<file path="src/rtl/md5_pad_pkg.sv">
// md5_pad shared constants: block geometry, MD5 initial state, FSM encoding.
// Pure declarations; no logic, no latency.
// Imported by the interface, the merge helper and the padding top.
package md5_pad_pkg;

  localparam int DATA_WIDTH   = 32;
  localparam int STATE_DWIDTH = 32;
  localparam int BLOCK_WORDS  = 16;
  localparam int IDX_W        = $clog2(BLOCK_WORDS);
  localparam int LEN_WORD_IDX = 14;
  localparam int CNT_W        = 61;  // message byte count; bit length is CNT_W+3 = 64 bits

  localparam logic [IDX_W-1:0] LAST_IDX    = IDX_W'(BLOCK_WORDS - 1);
  localparam logic [IDX_W-1:0] LEN_IDX     = IDX_W'(LEN_WORD_IDX);
  localparam logic [IDX_W-1:0] PRE_LEN_IDX = IDX_W'(LEN_WORD_IDX - 1);

  localparam logic [STATE_DWIDTH-1:0] MD5_IV_A = 32'h67452301;
  localparam logic [STATE_DWIDTH-1:0] MD5_IV_B = 32'hEFCDAB89;
  localparam logic [STATE_DWIDTH-1:0] MD5_IV_C = 32'h98BADCFE;
  localparam logic [STATE_DWIDTH-1:0] MD5_IV_D = 32'h10325476;

  // Stand-alone padding word: 0x80 in byte 0, rest zero.
  localparam logic [DATA_WIDTH-1:0] PAD_WORD = 32'h0000_0080;

  typedef enum logic [2:0] {
    ST_IDLE = 3'd0,
    ST_IV   = 3'd1,
    ST_DATA = 3'd2,
    ST_PAD  = 3'd3,
    ST_LEN  = 3'd4,
    ST_WAIT = 3'd5
  } state_t;

  // True when the final word has a free byte lane for the 0x80 marker.
  function automatic logic last_has_pad(input logic [2:0] nbytes);
    return nbytes < 3'd4;
  endfunction

endpackage

</file>
<file path="src/rtl/md5_pad_if.sv">
// md5_pad bus bundle: message input, block/IV output to the hash core, core done.
// No logic, no latency.
// master = padding block side, slave = upstream source plus hash core side.
interface md5_pad_if;
  import md5_pad_pkg::*;

  logic                    inVld;
  logic                    inRdy;
  logic [DATA_WIDTH-1:0]   inData;
  logic                    inLast;
  logic [2:0]              inBytes;
  logic                    dataVld;
  logic [DATA_WIDTH-1:0]   dataOut;
  logic                    stateVld;
  logic [STATE_DWIDTH-1:0] stateAOut;
  logic [STATE_DWIDTH-1:0] stateBOut;
  logic [STATE_DWIDTH-1:0] stateCOut;
  logic [STATE_DWIDTH-1:0] stateDOut;
  logic                    blkDone;
  logic                    msgBusy;

  modport master (
    input  inVld, inData, inLast, inBytes, blkDone,
    output inRdy, dataVld, dataOut, stateVld,
           stateAOut, stateBOut, stateCOut, stateDOut, msgBusy
  );

  modport slave (
    output inVld, inData, inLast, inBytes, blkDone,
    input  inRdy, dataVld, dataOut, stateVld,
           stateAOut, stateBOut, stateCOut, stateDOut, msgBusy
  );

endinterface

</file>
<file path="src/rtl/md5_pad_merge.sv">
// Final-word merge: keeps the first in_bytes bytes, puts 0x80 after them, zeroes the rest.
// Combinational, zero latency.
// No handshake; in_bytes of 4 (or out-of-range 5..7) passes the word through unchanged.
module md5_pad_merge
  import md5_pad_pkg::*;
(
  input  logic [DATA_WIDTH-1:0] in_data,
  input  logic [2:0]            in_bytes,
  output logic [DATA_WIDTH-1:0] merged
);

  // Byte 0 is the first message byte, so the marker lands just above the valid bytes.
  always_comb begin
    merged = in_data;
    case (in_bytes)
      3'd0:    merged = PAD_WORD;
      3'd1:    merged = {16'h0000, 8'h80, in_data[7:0]};
      3'd2:    merged = {8'h00, 8'h80, in_data[15:0]};
      3'd3:    merged = {8'h80, in_data[23:0]};
      default: merged = in_data;
    endcase
  end

endmodule

</file>
<file path="src/rtl/md5_pad.sv">
// MD5 padding feeder: IV pulse, then message words, 0x80/zero fill and 64-bit length in 16-word blocks.
// Output words are registered: dataVld/dataOut follow the accepting or padding cycle by 1 clock.
// inRdy only in DATA; a new block never starts until the core pulses blkDone (optional blkCnt via MD5_PAD_BLKCNT_EN).
module md5_pad
  import md5_pad_pkg::*;
(
  input  logic        clk,
  input  logic        rst_n,
`ifdef MD5_PAD_BLKCNT_EN
  output logic [15:0] blkCnt,
`endif
  md5_pad_if.master   bus
);

  state_t                 state_q, state_d;
  logic [IDX_W-1:0]       idx_q, idx_d;            // index of the next word to emit
  logic [CNT_W-1:0]       byte_cnt_q, byte_cnt_d;
  logic                   pad80_q, pad80_d;        // 0x80 marker already emitted
  logic                   pad_pend_q, pad_pend_d;  // message ended, padding continues after WAIT
  logic                   msg_end_q, msg_end_d;    // length emitted, WAIT returns to IDLE
  logic                   data_vld_q, data_vld_d;
  logic [DATA_WIDTH-1:0]  data_out_q, data_out_d;
`ifdef MD5_PAD_BLKCNT_EN
  logic [15:0]            blk_cnt_q, blk_cnt_d;
`endif

  logic                   in_rdy;
  logic                   hs;
  logic [DATA_WIDTH-1:0]  merged;
  logic [2:0]             add_bytes;
  logic [63:0]            bit_len;

  md5_pad_merge u_merge (
    .in_data  (bus.inData),
    .in_bytes (bus.inBytes),
    .merged   (merged)
  );

  assign in_rdy  = (state_q == ST_DATA);
  assign hs      = bus.inVld & in_rdy;
  assign bit_len = {byte_cnt_q, 3'b000};

  // Next-state and datapath: one word per cycle in DATA/PAD/LEN, block boundary parks in WAIT.
  always_comb begin
    state_d    = state_q;
    idx_d      = idx_q;
    byte_cnt_d = byte_cnt_q;
    pad80_d    = pad80_q;
    pad_pend_d = pad_pend_q;
    msg_end_d  = msg_end_q;
    data_vld_d = 1'b0;
    data_out_d = '0;
    add_bytes  = 3'd4;
`ifdef MD5_PAD_BLKCNT_EN
    blk_cnt_d  = blk_cnt_q;
`endif
    case (state_q)
      ST_IDLE: begin
        if (bus.inVld) state_d = ST_IV;
      end
      ST_IV: begin
        idx_d      = '0;
        byte_cnt_d = '0;
        pad80_d    = 1'b0;
        pad_pend_d = 1'b0;
        msg_end_d  = 1'b0;
`ifdef MD5_PAD_BLKCNT_EN
        blk_cnt_d  = '0;
`endif
        state_d    = ST_DATA;
      end
      ST_DATA: begin
        if (hs) begin
          add_bytes  = bus.inLast ? bus.inBytes : 3'd4;
          data_vld_d = 1'b1;
          data_out_d = bus.inLast ? merged : bus.inData;
          byte_cnt_d = byte_cnt_q + {{(CNT_W-3){1'b0}}, add_bytes};
          idx_d      = idx_q + IDX_W'(1);
          if (bus.inLast) pad80_d = last_has_pad(bus.inBytes);
          if (idx_q == LAST_IDX) begin
            state_d    = ST_WAIT;
            pad_pend_d = bus.inLast;
          end else if (bus.inLast) begin
            // Marker already in word 13: words 14/15 are free for the length.
            state_d = (idx_q == PRE_LEN_IDX && last_has_pad(bus.inBytes)) ? ST_LEN : ST_PAD;
          end
        end
      end
      ST_PAD: begin
        data_vld_d = 1'b1;
        data_out_d = pad80_q ? '0 : PAD_WORD;
        pad80_d    = 1'b1;
        idx_d      = idx_q + IDX_W'(1);
        if (idx_q == LAST_IDX) begin
          // No room for the length in this block; it goes into the next one.
          state_d    = ST_WAIT;
          pad_pend_d = 1'b1;
        end else if (idx_q == PRE_LEN_IDX) begin
          state_d = ST_LEN;
        end
      end
      ST_LEN: begin
        data_vld_d = 1'b1;
        data_out_d = (idx_q == LEN_IDX) ? bit_len[31:0] : bit_len[63:32];
        idx_d      = idx_q + IDX_W'(1);
        if (idx_q == LAST_IDX) begin
          state_d   = ST_WAIT;
          msg_end_d = 1'b1;
        end
      end
      ST_WAIT: begin
        if (bus.blkDone) begin
`ifdef MD5_PAD_BLKCNT_EN
          if (blk_cnt_q != 16'hFFFF) blk_cnt_d = blk_cnt_q + 16'd1;
`endif
          if (msg_end_q)       state_d = ST_IDLE;
          else if (pad_pend_q) state_d = ST_PAD;
          else                 state_d = ST_DATA;
        end
      end
      default: state_d = ST_IDLE;
    endcase
  end

  // State and output registers; synchronous reset drops any partial block.
  always_ff @(posedge clk) begin
    if (!rst_n) begin
      state_q    <= ST_IDLE;
      idx_q      <= '0;
      byte_cnt_q <= '0;
      pad80_q    <= 1'b0;
      pad_pend_q <= 1'b0;
      msg_end_q  <= 1'b0;
      data_vld_q <= 1'b0;
      data_out_q <= '0;
`ifdef MD5_PAD_BLKCNT_EN
      blk_cnt_q  <= '0;
`endif
    end else begin
      state_q    <= state_d;
      idx_q      <= idx_d;
      byte_cnt_q <= byte_cnt_d;
      pad80_q    <= pad80_d;
      pad_pend_q <= pad_pend_d;
      msg_end_q  <= msg_end_d;
      data_vld_q <= data_vld_d;
      data_out_q <= data_out_d;
`ifdef MD5_PAD_BLKCNT_EN
      blk_cnt_q  <= blk_cnt_d;
`endif
    end
  end

  assign bus.inRdy     = in_rdy;
  assign bus.dataVld   = data_vld_q;
  assign bus.dataOut   = data_out_q;
  assign bus.stateVld  = (state_q == ST_IV);
  assign bus.stateAOut = bus.stateVld ? MD5_IV_A : '0;
  assign bus.stateBOut = bus.stateVld ? MD5_IV_B : '0;
  assign bus.stateCOut = bus.stateVld ? MD5_IV_C : '0;
  assign bus.stateDOut = bus.stateVld ? MD5_IV_D : '0;
  assign bus.msgBusy   = (state_q == ST_DATA) || (state_q == ST_PAD) ||
                         (state_q == ST_LEN)  || (state_q == ST_WAIT);
`ifdef MD5_PAD_BLKCNT_EN
  assign blkCnt        = blk_cnt_q;
`endif

endmodule

</file>
<file path="src/flat_wrapper.sv">
// flat-port wrapper written by rule: the top's interface ports become plain ports
module md5_pad_flat import md5_pad_pkg::*;
  (clk, rst_n, bus_inVld, bus_inData, bus_inLast, bus_inBytes, bus_blkDone, bus_inRdy, bus_dataVld, bus_dataOut, bus_stateVld, bus_stateAOut, bus_stateBOut, bus_stateCOut, bus_stateDOut, bus_msgBusy);
  md5_pad_if bus_i ();
  input  logic clk;
  input  logic rst_n;
  input wire logic [$bits(bus_i.inVld)-1:0] bus_inVld;
  input wire logic [$bits(bus_i.inData)-1:0] bus_inData;
  input wire logic [$bits(bus_i.inLast)-1:0] bus_inLast;
  input wire logic [$bits(bus_i.inBytes)-1:0] bus_inBytes;
  input wire logic [$bits(bus_i.blkDone)-1:0] bus_blkDone;
  output wire logic [$bits(bus_i.inRdy)-1:0] bus_inRdy;
  output wire logic [$bits(bus_i.dataVld)-1:0] bus_dataVld;
  output wire logic [$bits(bus_i.dataOut)-1:0] bus_dataOut;
  output wire logic [$bits(bus_i.stateVld)-1:0] bus_stateVld;
  output wire logic [$bits(bus_i.stateAOut)-1:0] bus_stateAOut;
  output wire logic [$bits(bus_i.stateBOut)-1:0] bus_stateBOut;
  output wire logic [$bits(bus_i.stateCOut)-1:0] bus_stateCOut;
  output wire logic [$bits(bus_i.stateDOut)-1:0] bus_stateDOut;
  output wire logic [$bits(bus_i.msgBusy)-1:0] bus_msgBusy;
  assign bus_i.inVld = bus_inVld;
  assign bus_i.inData = bus_inData;
  assign bus_i.inLast = bus_inLast;
  assign bus_i.inBytes = bus_inBytes;
  assign bus_i.blkDone = bus_blkDone;
  assign bus_inRdy = bus_i.inRdy;
  assign bus_dataVld = bus_i.dataVld;
  assign bus_dataOut = bus_i.dataOut;
  assign bus_stateVld = bus_i.stateVld;
  assign bus_stateAOut = bus_i.stateAOut;
  assign bus_stateBOut = bus_i.stateBOut;
  assign bus_stateCOut = bus_i.stateCOut;
  assign bus_stateDOut = bus_i.stateDOut;
  assign bus_msgBusy = bus_i.msgBusy;
  md5_pad u_core (.clk(clk), .rst_n(rst_n), .bus(bus_i));
endmodule
</file>
<file path="config.mk">
export PLATFORM = sky130hd
export DESIGN_NAME = md5_pad_flat
export DESIGN_NICKNAME = d
export VERILOG_FILES = /design/src/rtl/md5_pad_pkg.sv /design/src/rtl/md5_pad_if.sv /design/src/rtl/md5_pad_merge.sv /design/src/rtl/md5_pad.sv /design/src/flat_wrapper.sv
export SDC_FILE = /design/constraint.sdc
export NUM_CORES = 1
export LEC_CHECK = 0
export ABC_AREA = 1
export BUFFER_PORTS_ARGS = -buffer_cell sky130_fd_sc_hd__buf_2
export CORE_ASPECT_RATIO = 1.25
export CORE_MARGIN = 1
export CORE_UTILIZATION = 53
export CTS_CLUSTER_SIZE = 10
export DETAILED_ROUTE_END_ITERATION = 16
export HOLD_SLACK_MARGIN = 0.12
export PLACE_DENSITY = 0.92
export SLEW_MARGIN = 20
export SYNTH_ARGS = -nofsm -noshare
export SYNTH_HDL_FRONTEND = slang
export SYNTH_SLANG_ARGS = --single-unit
</file>
<file path="constraint.sdc">
create_clock -name clk -period 2.65 [get_ports clk]
set_clock_uncertainty 0.2 [all_clocks]
set_input_delay 0.3975 -clock clk [delete_from_list [all_inputs] [get_ports clk]]
set_output_delay 0.3975 -clock clk [all_outputs]
set_load 0.005 [all_outputs]
</file>
==> Word-level counts from Yosys, hierarchy flattened <==
Index checks and enable logic that the tools add are counted.
{ "word_totals": {"in_bits": 40, "regBits": 104, "latch_bits": 0, "romBits": 0, "out_inout_bits": 164, "ramBits": 0, "mem_count": 0} }
{ "op_classes": {"n_mux": 37, "n_lt_le_gt_ge": 1, "addsub": 2, "div": 0, "n_bitwise": 1, "mul": 0, "n_eq_ne": 20, "shift": 0, "n_reduce_logical": 17} }
{ "op_table": {"columns": ["op", "n"], "rows": [
  ["2-to-1 mux 32 bit", 5],
  ["one-hot mux 32 bit (4 select lines)", 1],
  ["one-hot mux 61 bit (2 select lines)", 1],
  ["one-hot mux 32 bit (3 select lines)", 1],
  ["adder 61 x 3 -> 61 bit", 1],
  ["2-to-1 mux 61 bit", 1],
  ["2-to-1 mux 3 bit", 11],
  ["2-to-1 mux 31 bit", 1],
  ["2-to-1 mux 29 bit", 1],
  ["one-hot mux 3 bit (6 select lines)", 1],
  ["equality test 3 x 2 -> 1 bit (second input constant)", 4],
  ["equality test 4 bit (second input constant)", 3],
  ["one-hot mux 4 bit (3 select lines)", 1],
  ["!= test 2 bit (second input constant)", 5],
  ["2-to-1 mux 8 bit", 1],
  ["2-to-1 mux 1 bit", 7],
  ["equality test 3 x 1 -> 1 bit (second input constant)", 2],
  ["equality test 3 bit (second input constant)", 2],
  ["zero test 3 bit", 2],
  ["one-hot mux 1 bit (3 select lines)", 2],
  ["AND reduction 2 bit", 3],
  ["AND reduction 6 bit", 1],
  ["nonzero test 3 bit", 2],
  ["adder 4 x 1 -> 4 bit (second input constant)", 1],
  ["13 further kinds", 18]
]} }

==> Longest topological paths before layout <==
Gate-level depths: netlist (run 1).
{ "depth": {"ltp_word": 7, "ltp_mapped": 14, "mapped_depth_nobuf": 14} }

==> Cells and area by module <==
From an unflattened synthesis (run 1), not the netlist that was laid out.
{ "hier_totals": {"hier_cells": 1219, "area_unflattened_um2": 7417.1} }
{ "by_module_without_submodules": {"columns": ["mod", "cells_each", "n_inst", "area_per_inst_um2"], "rows": [
  ["md5_pad", 1147, 1, 7090.6],
  ["md5_pad_merge", 72, 1, 326.6]
]} }

==> Least setup slack after synthesis (run 1) <==
No wires, ideal clock.
{ "synth_timing": {"path_kind": "register to register", "startpoint": "reg u_core.state_q[0]", "endpoint": "reg u_core.byte_cnt_q[29]", "required_ps": 2334, "arrival_ps": 2146, "path_slack_ps": 188, "stages_incl_launch_ff": 11, "n_path_buf": 1, "setup_ps": 116, "path_cell_list": "dfxtp_1 -> buf_4 -> nand2_2 -> nor2_4 -> inv_4 -> nand2_8 -> nand2_1 -> nor2_2 -> nand2_1 -> o21ai_0 -> nor2_1"} }
{ "synth_via": {"word_cells_on_any_way": 7, "cone_classes": "eq/ne (3); mux (1); bitwise (1); reduce/logical (2)"} }
{ "synth_rtl": {"columns": ["item", "line_no", "text"], "rows": [
  ["start: declaration", "md5_pad.sv:15", "state_t state_q, state_d;"],
  ["start signal: assignment", "md5_pad.sv:140", "state_q <= state_d;"],
  ["equality test 3 x 1 -> 1 bit (*)", null, null],
  ["via bus_stateVld", "flat_wrapper.sv:15", "output wire logic [$bits(bus_i.stateVld)-1:0] bus_stateVld;"],
  ["nonzero test 2 bit (no line)", null, null],
  ["AND reduction 2 bit (no line)", null, null],
  ["end signal: assignment", "md5_pad.sv:142", "byte_cnt_q <= byte_cnt_d;"],
  ["end: declaration", "md5_pad.sv:17", "logic [CNT_W-1:0] byte_cnt_q, byte_cnt_d;"]
]} }
Mark *: on every way through the listed nets, which the timed path passes. The rest lies on a longest branch.
A chain may end at the register's enable or synchronous reset.

==> Worst setup path in the final report (run 1) <==
{ "layout_timing": {"startpoint": "reg u_core.state_q[0]", "endpoint": "out bus_stateDOut[14]"} }
{ "layout_via": {"elab_chain_len": 2} }
{ "layout_lines": {"columns": ["item", "line_no", "text"], "rows": [
  ["equality test 3 x 1 -> 1 bit", "md5_pad.sv:157", "assign bus.stateVld = (state_q == ST_IV);"],
  ["2-to-1 mux 29 bit", "md5_pad.sv:161", "assign bus.stateDOut = bus.stateVld ? MD5_IV_D : '0;"],
  ["end: declaration", "flat_wrapper.sv:19", "output wire logic [$bits(bus_i.stateDOut)-1:0] bus_stateDOut;"]
]} }
No other way between the ends.

==> results.py, run 1 <==
metrics = {
    "clock_network": {
        "cts.sinks": 104,
        "htreeDepth": 3,
        "worstSkewPairLatency_ps": 360,
        "cts_buffers": 9,
        "cts_tree": "done",
        "cts_buffer_depth": 2,
        "cts_root_buffer": "clkbuf_16",
        "clk_pin_slew_ps": 80,
        "post_cts_buffers": 0,
    },
    "timing": {
        "period_minus_slack_ps": 2460,
        "fin_tns_setup_ps": 0,
        "finalHoldViolCount": 0,
        "clock.fmax_ghz": 0.407,
        "finalSetupViolations": 0,
        "rsz0062_at_grt": "no",
        "slew-limit-headroom_pct": 55.5,
        "finalCritPeriodShare_pct": 92.8,
        "worstMarginPinSlew_ps": 663,
        "drv_slew": 0,
    },
    "logic_synthesis": {
        "postSynthCellCount": 1067,
        "synth_seq_cells": 104,
        "synth_cell_types": 37,
        "ys_seq_area_share_pct": 30.3,
        "synth_area_um2": 6860,
        "syn_area_per_cell_um2": 6.43,
        "synth.yosys.warnings": 0,
    },
    "floorplanning": {
        "start_util_pct": 54.2,
        "die_area_um2": 13400,
        "die_h_um": 129,
        "core_area_um2": 12700,
        "num_rows": 46,
        "die_w_um": 104,
        "io_pins": 204,
    },
    "worst_setup_path": {
        "crit_path_end_kind": "output port",
        "reg2reg_from": "u_core.byte_cnt_q[0]$_SDFFE_PN0P_",
        "reg2regPathDepth": 9,
        "worstSetupStartpoint": "u_core.state_q[0]$_SDFFE_PN0P_",
        "worst-path-max-fanout": 66,
        "worstPathArrival_ps": 1860,
        "worstSetupStartpointType": "register",
        "path_class": "register to output port",
        "critical_path_required_ps": 2050,
        "cp-endpoint": "bus_stateDOut[14]",
        "r2r-end": "u_core.byte_cnt_q[16]$_SDFFE_PN0P_",
        "r2r_slack_ps": 240,
    },
    "job": {
        "drv_cap": 0,
    },
    "power": {
        "powerDensity_nw_per_um2": 646,
        "totalPowerFinal_uw": 4890,
        "peakVddDrop_uv": 509,
        "cellLeakagePower_uw": 0.00324,
    },
    "placed_design": {
        "dpl.hpwl_mm": 16.0,
        "io_buffers": 139,
        "placed_area_um2": 7030,
        "place_congestion": 0.964,
    },
    "worst_hold_path": {
        "hp-class": "input pin to register",
        "worstHoldStart": "bus_inData[6]",
    },
    "global_routing": {
        "grt_overflow_total": 0,
        "antenna_found_initial": 0,
        "grt_usage_pct": 30.9,
        "grt_pass1_vias": 6349,
        "grt_max_degree": 67,
        "grt_pass1_wl_mm": 32.1,
    },
    "finish": {
        "synthToLayoutAreaGrowth_pct": 10.2,
        "final_common_cell": "nand2_1",
        "drive_gt1_share_pct": 16.5,
        "final_area_um2": 7560,
        "final_core_util_pct": 59.7,
        "final_cell_mix": "216 x nand2_1, 173 x nor2_1, 139 x buf_2, 104 x dfxtp_1, 97 x inv_1",
        "n_antenna_cell": 0,
        "nNetsFinal": 1209,
    },
    "outcome": {
        "run_status": "finished clean",
    },
    "route": {
        "vias": 7089,
        "drcViolationCount": 0,
        "drt_iter0_drc": 679,
        "wl_mm": 21.1,
        "routedWlPerCell_um": 15.8,
        "drt_first_pass_iters": 5,
        "ant_nets": 0,
        "viasPerCell": 5.31,
    },
}
repair_timing:
action / CTS / global route
endpoints found under the setup margin: 0 / 70
endpoints found under the hold margin: 21 / 0
hold buffers: 21 / 0
resized for setup: 0 / 3
metrics by stage:
| stage | worst slack (ps) | instances | hold slack (ps) |
|---|---|---|---|
| after floorplan | 188 | 1130 | 223 |
| after global placement | 132 | 1297 | 238 |
| after detailed placement | 72.3 | 1297 | 269 |
| after CTS | 63.4 | 1334 | 123 |
| after global routing | 54.9 | 1334 | 125 |
| final | 191 | 1334 | 120 |
power breakdown:
part           total [µW]  switching (µW)  internal, µW
sequential           1720            91.4          1630
clock                1390             708           680
combinational        1780            1110           674
total                4890            1910          2980
cells in the mapped netlist (all sizes together):
cell	n	share of area [%]
nor3	15	1.1
clkbuf	11	0.60
ha	7	1.3
dfxtp	104	30
inv	102	5.6
o22ai	2	0.18
conb	1	0.055
nand4	14	1.3
fa	1	0.29
a2bb2oi	1	0.13
a31oi	2	0.18
nand2	218	12
o21ai	57	4.2
a22oi	1	0.11
buf	140	15
a21oi	94	6.9
nor2	185	11
xor2	1	0.13
and2	4	0.36
nor3b	2	0.22
o211ai	6	0.66
and3	1	0.091
nand3b	3	0.33
nand3	93	7.1
o31ai	1	0.11
a311oi	1	0.13
metal layers:
| layer | track usage [%] | share of wire [%] | vias up |
|---|---|---|---|
| met4 | 19.6 | 5.9 | 0 |
| met3 | 4.83 | 7.2 | 79 |
| met5 | 0 | 0 | - |
| li1 | - | - | 3434 |
| met2 | 54.7 | 48 | 407 |
| met1 | 35.2 | 39 | 3169 |
cells by family after synthesis:
| family | count (synthesis) | synth area share, % |
|---|---|---|
| AO/OA/AOI/OAI | 165 | 12.5 |
| XOR/XNOR | 1 | 0.128 |
| other | 1 | 0.0546 |
| buffers and inverters | 253 | 21.3 |
| flip-flops | 104 | 30.3 |
| adder cells (fa/ha/maj) | 8 | 1.57 |
| AND/OR/NAND/NOR | 535 | 34.1 |
registers in the layout, summed over array words and instances, names as in the netlist:
register / flops
u_core.bus.dataOut: 32
u_core.bus.dataVld: 1
u_core.byte_cnt_q: 61
u_core.idx_q: 4
u_core.msg_end_q: 1
u_core.pad80_q: 1
u_core.pad_pend_q: 1
u_core.state_q: 3
critical path, cell delays in order, from the launching register on:
cell and delay [ps]:
dfxtp_1 600, nand2_2 140, nor2_4 220, buf_6 340, buf_2 180
worst min-delay path by stage:
| stage | depth (start not counted) | to |
|---|---|---|
| 2_1_floorplan | 2 | u_core.pad80_q$_SDFFE_PN0P_ |
| 6_report | 3 | u_core.bus.dataOut[6]$_SDFF_PN0_ |
| 3_3_place_gp | 2 | u_core.pad80_q$_SDFFE_PN0P_ |
| 3_5_place_dp | 2 | u_core.pad80_q$_SDFFE_PN0P_ |
| 4_1_cts | 3 | u_core.bus.dataOut[6]$_SDFF_PN0_ |
| 5_1_grt | 3 | u_core.bus.dataOut[6]$_SDFF_PN0_ |
final cells by class:
| class | instances | area [µm²] |
|---|---|---|
| clock buffers | 9 | 225 |
| clock inverters | 7 | 86.3 |
| fillers | 1166 | 5100 |
| inverters | 102 | 388 |
| multi-input cells | 773 | 3560 |
| flip-flops and latches | 104 | 2080 |
| well taps | 168 | 210 |
| repair buffers | 171 | 1000 |
(Power assumes the default switching activity.)
==> inputs of run 2 (changes only) <==
Settings changed: CORE_UTILIZATION 53 to 54, CTS_BUF_LIST set to sky130_fd_sc_hd__clkbuf_8, PLACE_DENSITY 0.92 to 0.93.
==> results.py, run 2 (synthesis gave the netlist of run 1 again) <==
metrics = {
    "global_routing": {
        "grt_overflow_total": 0,
        "grt_pass1_vias": 6316,
        "grt_max_degree": 67,
        "grt_usage_pct": 31.6,
        "antenna_found_initial": 0,
        "grt_pass1_wl_mm": 31.6,
    },
    "timing": {
        "finalCritPeriodShare_pct": 96.2,
        "rsz0062_at_grt": "no",
        "drv_slew": 0,
        "finalSetupViolations": 0,
        "clock.fmax_ghz": 0.392,
        "holdWs_ps": 141,
        "setup_slack_ps": 99.7,
        "slew-limit-headroom_pct": 59.6,
        "period_minus_slack_ps": 2550,
        "worstMarginPinSlew_ps": 602,
        "finalHoldViolCount": 0,
        "fin_tns_setup_ps": 0,
    },
    "clock_network": {
        "cts.sinks": 104,
        "htreeDepth": 3,
        "post_cts_buffers": 0,
        "cts_root_buffer": "clkbuf_8",
        "cts_tree": "done",
        "clk_pin_slew_ps": 110,
        "worstSkewPairLatency_ps": 390,
        "cts_buffer_depth": 2,
        "cts_buffers": 9,
    },
    "route": {
        "vias": 7237,
        "drt_iter0_drc": 667,
        "viasPerCell": 5.42,
        "drcViolationCount": 0,
        "wl_mm": 20.8,
        "ant_nets": 0,
        "routedWlPerCell_um": 15.6,
        "drt_first_pass_iters": 5,
    },
    "power": {
        "powerDensity_nw_per_um2": 605,
        "cellLeakagePower_uw": 0.00321,
        "peakVddDrop_uv": 383,
        "totalPowerFinal_uw": 4530,
    },
    "finish": {
        "synthToLayoutAreaGrowth_pct": 9.02,
        "largest_register_ffs": 61,
        "final_common_cell": "nand2_1",
        "n_antenna_cell": 0,
        "final_cell_mix": "216 x nand2_1, 173 x nor2_1, 139 x buf_2, 104 x dfxtp_1, 97 x inv_1",
        "regMostFlops": "u_core.byte_cnt_q",
        "nNetsFinal": 1214,
        "drive_gt1_share_pct": 16.5,
        "n_fill_cell": 1134,
        "final_core_util_pct": 61.0,
    },
    "floorplanning": {
        "num_rows": 45,
        "io_pins": 204,
        "die_w_um": 103,
        "start_util_pct": 55.9,
        "die_area_um2": 13200,
        "die_h_um": 128,
        "core_area_um2": 12300,
    },
    "worst_setup_path": {
        "reg2reg_from": "u_core.state_q[2]$_SDFFE_PN0P_",
        "path_class": "register to output port",
        "slowest_stage": "dfxtp_1",
        "r2r_slack_ps": 180,
        "reg2regPathDepth": 9,
        "critical_path_required_ps": 2050,
        "critPathMaxStageDelay_ps": 650,
        "cp-endpoint": "bus_stateBOut[19]",
        "crit_path_end_kind": "output port",
        "r2r-end": "u_core.byte_cnt_q[15]$_SDFFE_PN0P_",
        "crit_chain": "nand2_2, nor2_4, buf_6, buf_2",
        "worstSetupStartpoint": "u_core.state_q[0]$_SDFFE_PN0P_",
        "worstPathArrival_ps": 1950,
        "worst-path-max-fanout": 66,
        "worstSetupStartpointType": "register",
    },
    "placed_design": {
        "place_congestion": 1.01,
        "dpl.hpwl_mm": 16.0,
        "dpl_worst_slack_ps": 111,
        "io_buffers": 139,
    },
    "worst_hold_path": {
        "hp-class": "input pin to register",
    },
    "job": {
        "drv_cap": 0,
    },
    "outcome": {
        "run_status": "finished clean",
    },
}
run 2: cell types whose count changed in the layout (fill, tap and decap cells not counted):
cell	delta
inv_2	+1
inv_6	-2
clkbuf_8	+9
clkinvlp_4	+2
clkinv_8	-3
clkbuf_16	-9
inv_4	-1
dlygate4sd3_1	+4
inv_8	+3
buf_4	+1
run 2: critical path, delay by kind of cell (launching register included):
family | cells | cell delay, ps
buf+inv | 2 | 530
flops | 1 | 650
simple gates | 2 | 380
run 2: worst min path at each step:
stage / start / end / slack (ps) / depth (start not counted)
after global placement: u_core.pad80_q$_SDFFE_PN0P_ / u_core.pad80_q$_SDFFE_PN0P_ / 240 / 2
after global routing: bus_inData[23] / u_core.bus.dataOut[23]$_SDFF_PN0_ / 150 / 3
after floorplan: u_core.pad80_q$_SDFFE_PN0P_ / u_core.pad80_q$_SDFFE_PN0P_ / 220 / 2
after CTS: bus_inData[23] / u_core.bus.dataOut[23]$_SDFF_PN0_ / 140 / 3
final: bus_inData[23] / u_core.bus.dataOut[23]$_SDFF_PN0_ / 140 / 3
after detailed placement: u_core.pad80_q$_SDFFE_PN0P_ / u_core.pad80_q$_SDFFE_PN0P_ / 250 / 2
run 2: area by class of cell:
type                            instances  area, µm²  area share (%)
Clock buffer                            9        124            1.66
Clock inverter                          7       68.8           0.920
Inverter                              102        385            5.15
Multi-Input combinational cell        773       3560            47.6
Sequential cell                       104       2080            27.8
Tap cell                              164        205            2.74
Timing Repair Buffer                  176       1050            14.1
run 2: stage by stage:
step	instance area, µm²	cells
2_1_floorplan	7100	1130
3_3_place_gp	7040	1294
3_5_place_dp	7040	1294
4_1_cts	7480	1335
5_1_grt	7480	1335
6_report	7480	1335
run 2: layer usage:
layer / vias to the layer above / track usage, % / part of all wire (%)
li1: 3452 / - / -
met1: 3241 / 35.6 / 37
met2: 448 / 53.3 / 48
met3: 96 / 6.27 / 9.5
met4: 0 / 20.6 / 6.0
met5: - / 0 / 0
run 2: what timing repair did:
item	in CTS	in global routing
hold endpoints to repair	25	0
resized for setup	0	1
setup endpoints to repair	0	65
hold buffers	25	0
run 2: power breakdown:
part / leakage (µW) / switching (µW) / total, µW / internal [µW]
Sequential: 0.000838 / 96.1 / 1720 / 1630
Clock: 0.0000937 / 632 / 1000 / 371
Combinational: 0.00228 / 1120 / 1800 / 682
Total: 0.00321 / 1850 / 4530 / 2680
==> inputs of run 3 (changes only) <==
Settings changed: CTS_CLUSTER_DIAMETER set to 50, RECOVER_POWER set to 100.
==> results.py, run 3 (synthesis gave the netlist of run 1 again) <==
metrics = {
    "outcome": {
        "run_status": "finished clean",
    },
    "timing": {
        "worstMarginPinSlew_ps": 930,
        "drv_slew": 0,
        "finalSetupViolations": 0,
        "clock.fmax_ghz": 0.399,
        "fin_tns_setup_ps": 0,
        "slew-limit-headroom_pct": 37.6,
        "finalCritPeriodShare_pct": 94.6,
        "finalHoldViolCount": 0,
        "period_minus_slack_ps": 2510,
        "rsz0062_at_grt": "no",
    },
    "route": {
        "vias": 7200,
        "drcViolationCount": 0,
        "viasPerCell": 5.39,
        "drt_iter0_drc": 666,
        "wl_mm": 20.9,
        "routedWlPerCell_um": 15.6,
        "ant_nets": 0,
        "drt_first_pass_iters": 5,
    },
    "job": {
        "drv_cap": 0,
    },
    "clock_network": {
        "cts_buffers": 9,
        "cts.sinks": 104,
        "clk_pin_slew_ps": 110,
        "cts_buffer_depth": 2,
        "cts_tree": "done",
        "cts_root_buffer": "clkbuf_8",
        "worstSkewPairLatency_ps": 390,
        "post_cts_buffers": 0,
        "htreeDepth": 3,
    },
    "worst_setup_path": {
        "reg2regPathDepth": 9,
        "worstPathArrival_ps": 2630,
        "crit_path_end_kind": "register",
        "r2r-end": "u_core.byte_cnt_q[15]$_SDFFE_PN0P_",
        "worst-path-max-fanout": 37,
        "cp_top_family": "buffers and inverters",
        "worstSetupStartpointType": "register",
        "r2r_slack_ps": 140,
        "slowest_stage": "dfxtp_1",
        "critPathMaxStageDelay_ps": 500,
        "critical_path_required_ps": 2770,
        "crit_chain": "inv_1, nand2_2, nor2_4, inv_4, nand2_1, inv_2, buf_4, o21ai_0, a21oi_1",
        "path_buf_inv": 4,
        "path_class": "register to register",
        "reg2reg_from": "u_core.state_q[2]$_SDFFE_PN0P_",
    },
    "placed_design": {
        "place_inst": 1294,
        "place_congestion": 1.01,
        "dpl.hpwl_mm": 16.0,
        "io_buffers": 139,
    },
    "finish": {
        "regMostFlops": "u_core.byte_cnt_q",
        "instances_no_fill": 1335,
        "drive_gt1_share_pct": 12.6,
        "final_cell_mix": "216 x nand2_1, 176 x nor2_1, 105 x buf_2, 104 x dfxtp_1, 99 x inv_1",
        "multi_input_area_um2": 3520,
        "nNetsFinal": 1214,
        "ff_latch_area_um2": 2080,
        "final_common_cell": "nand2_1",
        "n_antenna_cell": 0,
        "n_fill_cell": 1171,
        "synthToLayoutAreaGrowth_pct": 7.55,
        "largest_register_ffs": 61,
    },
    "floorplanning": {
        "start_util_pct": 55.9,
        "die_w_um": 103,
        "die_area_um2": 13200,
        "core_area_um2": 12300,
        "die_h_um": 128,
        "num_rows": 45,
        "io_pins": 204,
    },
    "worst_hold_path": {
        "worstHoldStart": "bus_inData[23]",
        "holdPathEnd": "u_core.bus.dataOut[23]$_SDFF_PN0_",
        "hp-class": "input pin to register",
        "min_path_cells": 3,
    },
    "global_routing": {
        "antenna_found_initial": 0,
        "grt_pass1_wl_mm": 31.6,
        "grt_pass1_vias": 6316,
        "grt_usage_pct": 31.6,
        "grt_max_degree": 67,
        "grt_overflow_total": 0,
    },
    "power": {
        "powerDensity_nw_per_um2": 607,
        "cellLeakagePower_uw": 0.00305,
        "peakVddDrop_uv": 356,
    },
}
==> run 3: changes by cell type in the layout (fill, tap and decap cells not counted), moves of 2 or more <==
cell,change
buf_2,-34
buf_4,-4
clkbuf_1,+34
clkbuf_2,+2
inv_1,+2
inv_2,-3
nand3_1,+4
nand3_2,-4
nor2_1,+3
nor2_4,-2
==> run 3: timing repair <==
| item | 4_1_cts | 5_1_grt |
|---|---|---|
| hold buffers | 25 | 0 |
| gates resized for setup | 0 | 1 |
| endpoints found under the setup margin | 0 | 65 |
| endpoints found under the hold margin | 25 | 0 |
==> run 3: worst min-delay path: stages <==
cell and delay [ps]:
buf_2 70, o211ai_1 90, a21oi_1 130
==> run 3: per-layer routing <==
layer / wire length, µm / global-route usage, %
met5: 0 / 0
met2: 9790 / 53.3
met3: 1970 / 6.27
met4: 1460 / 20.6
met1: 7660 / 35.6
==> run 3: report_power, final <==
group,internal [µW],switching [µW]
clock network,371,630
registers,1630,89.3
logic,656,1110
total,2650,1830
==> run 3: area by class of cell <==
type	count	area share [%]
timing repair buffer	176	13.4
tap	164	2.78
sequential	104	28.2
inverter	102	5.22
clock inverter	7	0.932
multi-input combinational	773	47.7
clock buffer	9	1.68
==> run 3: worst max path at each step <==
stage,from,endpoint,slack [ps],cells after the start
3_5_place_dp,bus_inLast,u_core.byte_cnt_q[55]$_SDFFE_PN0P_,110,14
5_1_grt,u_core.state_q[1]$_SDFFE_PN0P_,u_core.bus.dataOut[15]$_SDFF_PN0_,7,6
3_3_place_gp,bus_inLast,u_core.byte_cnt_q[55]$_SDFFE_PN0P_,180,14
4_1_cts,u_core.state_q[0]$_SDFFE_PN0P_,bus_stateCOut[15],9,4
2_1_floorplan,u_core.state_q[0]$_SDFFE_PN0P_,u_core.byte_cnt_q[29]$_SDFFE_PN0P_,190,10
6_report,u_core.state_q[2]$_SDFFE_PN0P_,u_core.byte_cnt_q[15]$_SDFFE_PN0P_,140,9
==> run 3: stage by stage <==
step	hold WS, ps	utilization, %	setup WS (ps)	total power [µW]	area [µm²]
finish	138	60.1	142	4480	7380
global route	146	60.1	6.71	4790	7380
CTS	143	60.9	8.90	4500	7480
detailed placement	252	57.3	111	3500	7040
global placement	238	57.3	182	3440	7040
floorplan	223	-	188	3550	7100
